**src/rtl/uart_tx_frame_if.sv**
```systemverilog
// Input-side word handshake for uart_tx_frame: source drives word and valid, transmitter returns ready.
interface uart_tx_frame_if #(
    parameter int DATA_W = 8
);
    logic [DATA_W-1:0] data_i;
    logic              data_i_v;
    logic              data_i_rdy;

    modport master (output data_i, data_i_v, input data_i_rdy);
    modport slave  (input data_i, data_i_v, output data_i_rdy);
endinterface

```
**src/rtl/uart_tx_frame.sv**
```systemverilog
// Parametrised UART transmitter: start bit, DATA_W data bits LSB first, optional parity,
// 1 or 2 stop bits, each bit held CLKS_PER_BIT clocks; valid/ready word input.
module uart_tx_frame #(
    parameter int DATA_W       = 8,
    parameter int CLKS_PER_BIT = 16,
    parameter int PARITY       = 0,
    parameter int STOP_BITS    = 1
) (
    input  logic           clk_i,
    input  logic           rst_n_i,
    uart_tx_frame_if.slave in_if,
    output logic           tx_o,
    output logic           busy_o,
    output logic           done_o
);
    localparam int BW = (CLKS_PER_BIT > 1) ? $clog2(CLKS_PER_BIT) : 1;
    localparam int NW = $clog2(DATA_W + 1);
    localparam logic [BW-1:0] BAUD_LAST = BW'(CLKS_PER_BIT - 1);
    localparam logic [BW-1:0] BAUD_PRE  = BW'(CLKS_PER_BIT - 2);
    localparam logic [NW-1:0] BIT_LAST  = NW'(DATA_W - 1);
    localparam logic          SBIT_LAST = (STOP_BITS == 2);

    generate
        if (DATA_W < 5 || DATA_W > 9) begin : g_bad_data_w
            $error("uart_tx_frame: DATA_W must be 5..9");
        end
        if (CLKS_PER_BIT < 2) begin : g_bad_cpb
            $error("uart_tx_frame: CLKS_PER_BIT must be >= 2");
        end
        if (PARITY < 0 || PARITY > 2) begin : g_bad_parity
            $error("uart_tx_frame: PARITY must be 0, 1 or 2");
        end
        if (STOP_BITS < 1 || STOP_BITS > 2) begin : g_bad_stop
            $error("uart_tx_frame: STOP_BITS must be 1 or 2");
        end
    endgenerate

    typedef enum logic [2:0] {IDLE, START, DATA, PAR, STOP} state_t;

    state_t            state;
    logic [BW-1:0]     baud;
    logic [NW-1:0]     nbit;
    logic              sbit;
    logic [DATA_W-1:0] shift;
    logic              par_bit;
    logic              baud_end;

    assign baud_end         = (baud == BAUD_LAST);
    assign in_if.data_i_rdy = (state == IDLE);

    always_ff @(posedge clk_i or negedge rst_n_i) begin
        if (!rst_n_i) begin
            state   <= IDLE;
            tx_o    <= 1'b1;
            busy_o  <= 1'b0;
            done_o  <= 1'b0;
            baud    <= '0;
            nbit    <= '0;
            sbit    <= 1'b0;
            shift   <= '0;
            par_bit <= 1'b0;
        end else begin
            done_o <= 1'b0;
            case (state)
                IDLE: begin
                    tx_o   <= 1'b1;
                    busy_o <= 1'b0;
                    baud   <= '0;
                    if (in_if.data_i_v) begin
                        // Parity is taken from the word as accepted; shift is consumed later.
                        shift   <= in_if.data_i;
                        par_bit <= (PARITY == 1) ? ~^in_if.data_i : ^in_if.data_i;
                        nbit    <= '0;
                        sbit    <= 1'b0;
                        state   <= START;
                        tx_o    <= 1'b0;
                        busy_o  <= 1'b1;
                    end
                end
                START: begin
                    if (baud_end) begin
                        baud  <= '0;
                        state <= DATA;
                        tx_o  <= shift[0];
                    end else begin
                        baud <= baud + 1'b1;
                    end
                end
                DATA: begin
                    if (baud_end) begin
                        baud <= '0;
                        if (nbit == BIT_LAST) begin
                            if (PARITY != 0) begin
                                state <= PAR;
                                tx_o  <= par_bit;
                            end else begin
                                state <= STOP;
                                tx_o  <= 1'b1;
                            end
                        end else begin
                            shift <= shift >> 1;
                            tx_o  <= shift[1];
                            nbit  <= nbit + 1'b1;
                        end
                    end else begin
                        baud <= baud + 1'b1;
                    end
                end
                PAR: begin
                    if (baud_end) begin
                        baud  <= '0;
                        state <= STOP;
                        tx_o  <= 1'b1;
                    end else begin
                        baud <= baud + 1'b1;
                    end
                end
                STOP: begin
                    // Raised one cycle early so the registered pulse lands on the final cycle.
                    if (sbit == SBIT_LAST && baud == BAUD_PRE) done_o <= 1'b1;
                    if (baud_end) begin
                        baud <= '0;
                        if (sbit == SBIT_LAST) begin
                            state  <= IDLE;
                            busy_o <= 1'b0;
                        end else begin
                            sbit <= 1'b1;
                        end
                    end else begin
                        baud <= baud + 1'b1;
                    end
                end
                default: begin
                    state  <= IDLE;
                    tx_o   <= 1'b1;
                    busy_o <= 1'b0;
                    baud   <= '0;
                end
            endcase
        end
    end
endmodule
```
**src/flat_wrapper.sv**
```systemverilog
// flat-port wrapper written by rule: the top's interface ports become plain ports
module uart_tx_frame_flat 
#(
    parameter int DATA_W       = 8,
    parameter int CLKS_PER_BIT = 16,
    parameter int PARITY       = 0,
    parameter int STOP_BITS    = 1
)
  (clk_i, rst_n_i, tx_o, busy_o, done_o, in_if_data_i, in_if_data_i_v, in_if_data_i_rdy);
  uart_tx_frame_if #(.DATA_W(DATA_W)) in_if_i ();
  input  logic clk_i;
  input  logic rst_n_i;
  output logic tx_o;
  output logic busy_o;
  output logic done_o;
  input wire logic [$bits(in_if_i.data_i)-1:0] in_if_data_i;
  input wire logic [$bits(in_if_i.data_i_v)-1:0] in_if_data_i_v;
  output wire logic [$bits(in_if_i.data_i_rdy)-1:0] in_if_data_i_rdy;
  assign in_if_i.data_i = in_if_data_i;
  assign in_if_i.data_i_v = in_if_data_i_v;
  assign in_if_data_i_rdy = in_if_i.data_i_rdy;
  uart_tx_frame #(.DATA_W(DATA_W), .CLKS_PER_BIT(CLKS_PER_BIT), .PARITY(PARITY), .STOP_BITS(STOP_BITS)) u_core (.clk_i(clk_i), .rst_n_i(rst_n_i), .in_if(in_if_i), .tx_o(tx_o), .busy_o(busy_o), .done_o(done_o));
endmodule
```
**config.mk**
```make
export PLATFORM = sky130hd
export DESIGN_NAME = uart_tx_frame_flat
export DESIGN_NICKNAME = d
export VERILOG_FILES = /design/src/rtl/uart_tx_frame_if.sv /design/src/rtl/uart_tx_frame.sv /design/src/flat_wrapper.sv
export SDC_FILE = /design/constraint.sdc
export NUM_CORES = 1
export LEC_CHECK = 0
export ABC_AREA = 1
export ABC_CLOCK_PERIOD_IN_PS = 1400
export CAP_MARGIN = 20
export CORE_MARGIN = 2
export CORE_UTILIZATION = 45
export DETAILED_ROUTE_END_ITERATION = 10
export GPL_ROUTABILITY_DRIVEN = 0
export PLACE_DENSITY = 0.69
export SYNTH_ARGS = -nofsm -noshare
export SYNTH_HDL_FRONTEND = slang
export SYNTH_SLANG_ARGS = --single-unit
export TNS_END_PERCENT = 1
```
**constraint.sdc**
```tcl
create_clock -name clk_i -period 1.4 [get_ports clk_i]
set_clock_uncertainty 0.05 [all_clocks]
set_input_delay 0.28 -clock clk_i [delete_from_list [all_inputs] [get_ports clk_i]]
set_output_delay 0.28 -clock clk_i [all_outputs]
set_load 0.01 [all_outputs]
```
[Word-level counts from Yosys, hierarchy flattened]
Cells that the tools add are included.
Storage, ports and cells
  bits in registers: 23
  bits of input ports: 11
  output and inout port bits: 4
  word-level logic and storage cells: 73
Operators by class
  $add $sub $neg: 2
  bitwise gates (word level): 3
  equality and inequality tests: 15
  reduce and logical (&&, ||, !) cells: 11
  multiplexer cells: 34
Operators by type and width (count)
  8-bit two-way mux: 3
  3-bit two-way mux: 7
  4-bit two-way mux: 5
  8-bit case mux with 2 select lines: 1
  3-bit case mux with 5 select lines: 1
  1-bit two-way mux: 13
  2-bit by 1-bit inequality test with 1-bit output, second input constant: 5
  4-bit by 1-bit adder with 4-bit output, second input constant: 2
  4-bit == test, second input constant: 2
  4-bit case mux with 2 select lines: 1
  4-bit AND reduction: 2
  7-bit AND reduction: 1
  3-bit by 2-bit == test with 1-bit output, second input constant: 2
  2-bit inequality test, second input constant: 3
  3-bit AND reduction: 2
  1-bit case mux with 5 select lines: 1
  4-bit by 3-bit == test with 1-bit output, second input constant: 1
  2-bit nonzero test: 2
  4-bit OR reduction: 1
  3-bit by 1-bit == test with 1-bit output, second input constant: 1
  3-bit == test, second input constant: 1
  3-bit zero test: 1
  1-bit inverter: 3
  1-bit case mux with 3 select lines: 1
  other kinds (3): 3

[Logic depth before layout (Yosys ltp)]
  depth in word-level cells: 4
  gate-level depth with buffers: 9
  depth with buffers taken out: 8

[Worst setup path before layout]
OpenSTA, ideal clock, no wires.
  kind: reg2reg
  start point: reg u_core.nbit[0]
  end point: reg u_core.shift[0]
  buffers on the path: 1
  clock period less this slack: 1.464 ns
  data arrival time: 1.296 ns
  required time: 1.232 ns
  cell stages (with the launch flop): 9
  slack: -0.064 ns
  library setup time: 0.118 ns
  path through: dfrtp_1 ha_1 nand2_1 nor2_1 o21ai_4 nand2_4 buf_6 nand2_1 nand2_1
On the way
  cells in the longest elaborated chain, start to end: 3
Ends and longest elaborated chain
  start, declared: RTL line uart_tx_frame.sv:42  | logic [NW-1:0] nbit;
  start signal, assigned: RTL line uart_tx_frame.sv:103  | nbit <= nbit + 1'b1;
  4-bit by 3-bit == test with 1-bit output: RTL line uart_tx_frame.sv:92  | if (nbit == BIT_LAST) begin
  2-bit inequality test (no line)
  4-bit AND reduction (no line)
  end signal, assigned: RTL line uart_tx_frame.sv:71  | shift <= in_if.data_i;
  end signal, assigned: RTL line uart_tx_frame.sv:101  | shift <= shift >> 1;
  end, declared: RTL line uart_tx_frame.sv:44  | logic [DATA_W-1:0] shift;
No other way between the ends.
A chain may end at the register's enable or synchronous reset.

[Worst setup path in the final report]
  start point: reg u_core.baud[1]
  end point: reg u_core.shift[6]
On the way
  cells in the longest elaborated chain, start to end: 3
Ends and longest elaborated chain
  start, declared: RTL line uart_tx_frame.sv:41  | logic [BW-1:0] baud;
  start signal, assigned: RTL line uart_tx_frame.sv:86  | baud <= baud + 1'b1;
  start signal, assigned: RTL line uart_tx_frame.sv:106  | baud <= baud + 1'b1;
  start signal, assigned: RTL line uart_tx_frame.sv:115  | baud <= baud + 1'b1;
  4-bit == test: RTL line uart_tx_frame.sv:48  | assign baud_end = (baud == BAUD_LAST);
  2-bit by 1-bit inequality test with 1-bit output (no line)
  4-bit AND reduction (no line)
No other way between the ends.

==> impl_metrics.toml <==
[global_route]
grt_max_degree = 23
antenna_found_initial = 0
overflow = 0
grt_pass1_wl_um = 4600
grtUsageTotal_pct = 18.4
grt_pass1_vias = 1099

[yosys]
synth_compound_area_share_pct = 7.10
synth-simple-area-share_pct = 36.8
synth_xor_area_share_pct = 0.720
synth_area_sq_mm = 0.00122
yosys.area.top_type = "dfrtp_1"
seq_area_frac_synth_pct = 45.4
synth_nets = 172
yosysWarningCount = 0
synth.distinct_cells = 26
synth_fa_ha_area_share_pct = 3.09
synth_top_area_share_pct = 43.2
muxShareOfSynthArea_pct = 0
syn_inst = 158
synth_top_family_by_area = "simple AND/OR/NAND/NOR gates"
synth-seq-cells = 22
synth_area_leaders = "dfrtp_1 (43%), nand2_1 (18%), nand3_1 (7.4%), nor2_1 (5.2%), ha_1 (3.1%)"
avgSynthCellArea_sq_um = 7.70

[sta]
max_freq_mhz = 708
period_share_pct = 101
rsz0062_at_grt = "true"
fin_crit_ns = 1.41
hold_viol_final = 0
max-slew-margin-rel_pct = 81.4
setup_viol = 6
tightest_slew_ns = 0.276
layout_setup_ws_ns = -0.0131
maxSlewViolCount = 0

[run]
drv_cap = 0

[setup_path]
reg2reg_depth = 6
r2r_end = "u_core.shift[6]"
crit_required_ns = 1.60
r2r-start = "u_core.baud[1]"
path_max_fanout = 6
slowest_stage = "dfrtp_1"
worstSetupPathType = "reg2reg"
worst_setup_path_start_kind = "register"
end_kind = "register"
cp_cell_sequence = "ha_4 > nand3_4 > o21ai_4 > buf_4 > nand3_1 > nand2_1"
critPathMaxStageDelay_ns = 0.43
rrSetupSlack_ns = -0.01
arrival_ns = 1.61

[pwr]
peakVddDrop_uv = 1340
p_per_area_mw_per_mm2 = 2000
power.total_mw = 3.23
p_leak_nw = 0.838

[place]
portBuffers = 14
placedInstanceArea_sq_mm = 0.00154
dp_hpwl_um = 1940

[layout]
register_area_sq_um = 552
layout_common_cells = "nand2_1 (55), buf_4 (22), dfrtp_1 (21), nand3_1 (17), nor2_1 (14)"
layout-drive-gt1-share_pct = 25.5
final_util_pct = 64.1
syn2layout_area_growth_pct = 32.9
antenna_cells = 0
fin_area_sq_mm = 0.00162
fin_nets = 211
multi_input_area_sq_um = 642
nFillCells = 234
layout_commonest_cell = "nand2_1"

[run_status]
violations = "setup timing"
status = "finished with violations"

[floorplan]
initial_core_util_pct = 48.2
die-area_sq_mm = 0.00313
die_y_um = 56.0
die_w_um = 56.0
rows = 18
io_pins = 15
core_area_sq_mm = 0.00252

[cts]
cts_tree = "yes"
htreeDepth = 1
cts_sinks = 22
cts_root_buf = "clkbuf_4"
clk_latency_ns = 0.32
numCtsBuffers = 3
cts.path.max_buffers = 2
clk_pin_slew_worst_paths_ns = 0.13
cts_hold_buf = 0

[detailed_routing]
finalWirelength_um = 2760
remaining_drc_errors = 0
drtPass1Iterations = 4
vias = 1136
vias_per_cell = 5.03
postRouteAntennaNets = 0
drtIter0Drc = 17
wl_per_cell_um = 12.2

[min_path]
hold_class = "in2async"
## kinds of logic after synthesis
| family | Yosys count |
|---|---|
| flip-flops | 22 |
| buffers and inverters | 16 |
| adder cells (fa/ha/maj) | 3 |
| AO/OA/AOI/OAI | 13 |
| XOR/XNOR | 1 |
| AND/OR/NAND/NOR | 103 |
## timing repair
item                                   CTS  global route
endpoints found under the hold margin    0             0
pin swaps                                1             4
buffers inserted                         0             1
gates cloned                             0             1
resized for setup                       14             8
setup endpoints to repair               15            16
## power breakdown
part	switching [mW]	total (mW)	leakage (nW)	internal, mW
Clock	0.196	0.308	0.0150	0.111
Combinational	1.05	1.87	0.540	0.812
Sequential	0.163	1.06	0.283	0.895
Total	1.41	3.23	0.838	1.82
## cell type report
class                   instances  area share [%]
clock buffers                   4            1.63
multi-input cells             121            39.7
well taps                      30            2.32
repair buffers                 37            19.3
inverters                      12            2.86
flip-flops and latches         22            34.1
## cells in the mapped netlist, drive strengths merged
| cell | count |
|---|---|
| inv | 11 |
| nand3 | 19 |
| nor2 | 18 |
| clkinv | 1 |
| or2 | 3 |
| dfrtp | 21 |
| a21oi | 3 |
| o21ai | 9 |
| buf | 4 |
| dfstp | 1 |
| o211ai | 1 |
| nor3 | 2 |
| nand4 | 1 |
| ha | 3 |
| nand2 | 60 |
| xor2 | 1 |
## per-stage QoR
| stage | TNS, ns | instances | hold WS (ns) | worst slack, ns |
|---|---|---|---|---|
| after global placement | -0.562 | 220 | 0.411 | -0.0848 |
| after floorplan | -0.251 | 158 | -0.0656 | -0.0322 |
| after detailed placement | -0.859 | 220 | 0.417 | -0.0999 |
| after CTS | -0.0663 | 224 | 0.235 | -0.0378 |
| final | -0.0502 | 226 | 0.231 | -0.0131 |
| after global routing | -1.35 | 226 | 0.242 | -0.115 |
## metal layers
metal | vias up | global-route usage, % | wire (um)
li1 | 577 | - | -
met1 | 530 | 23.3 | 1250
met2 | 24 | 29.7 | 1350
met3 | 5 | 6.05 | 122
met4 | 0 | 5.78 | 33
met5 | - | 0 | 0
## worst max path at each step
stage,startpoint,slack [ns],cells after the start,endpoint
floorplan,u_core.nbit[1],-0.03,8,u_core.shift[0]
global placement,u_core.state[0],-0.08,4,in_if_data_i_rdy
detailed placement,u_core.state[0],-0.1,4,in_if_data_i_rdy
CTS,u_core.state[1],-0.04,4,in_if_data_i_rdy
global route,u_core.baud[1],-0.12,6,u_core.nbit[1]
finish,u_core.baud[1],-0.01,6,u_core.shift[6]
## critical path: cells and delay by family (launching register included)
| kind | cells | cell delay [ns] |
|---|---|---|
| buf+inv | 1 | 0.18 |
| flops | 1 | 0.43 |
| compound gates | 1 | 0.28 |
| fa+ha+maj | 1 | 0.17 |
| simple gates | 3 | 0.26 |
## state kept, by name, summed over array words and instances, names as in the netlist
signal         cells
u_core.baud        4
u_core.tx_o        1
u_core.busy_o      1
u_core.shift       8
u_core.done_o      1
u_core.nbit        4
u_core.state       3
Note: power is estimated with default switching activity, not from simulation.
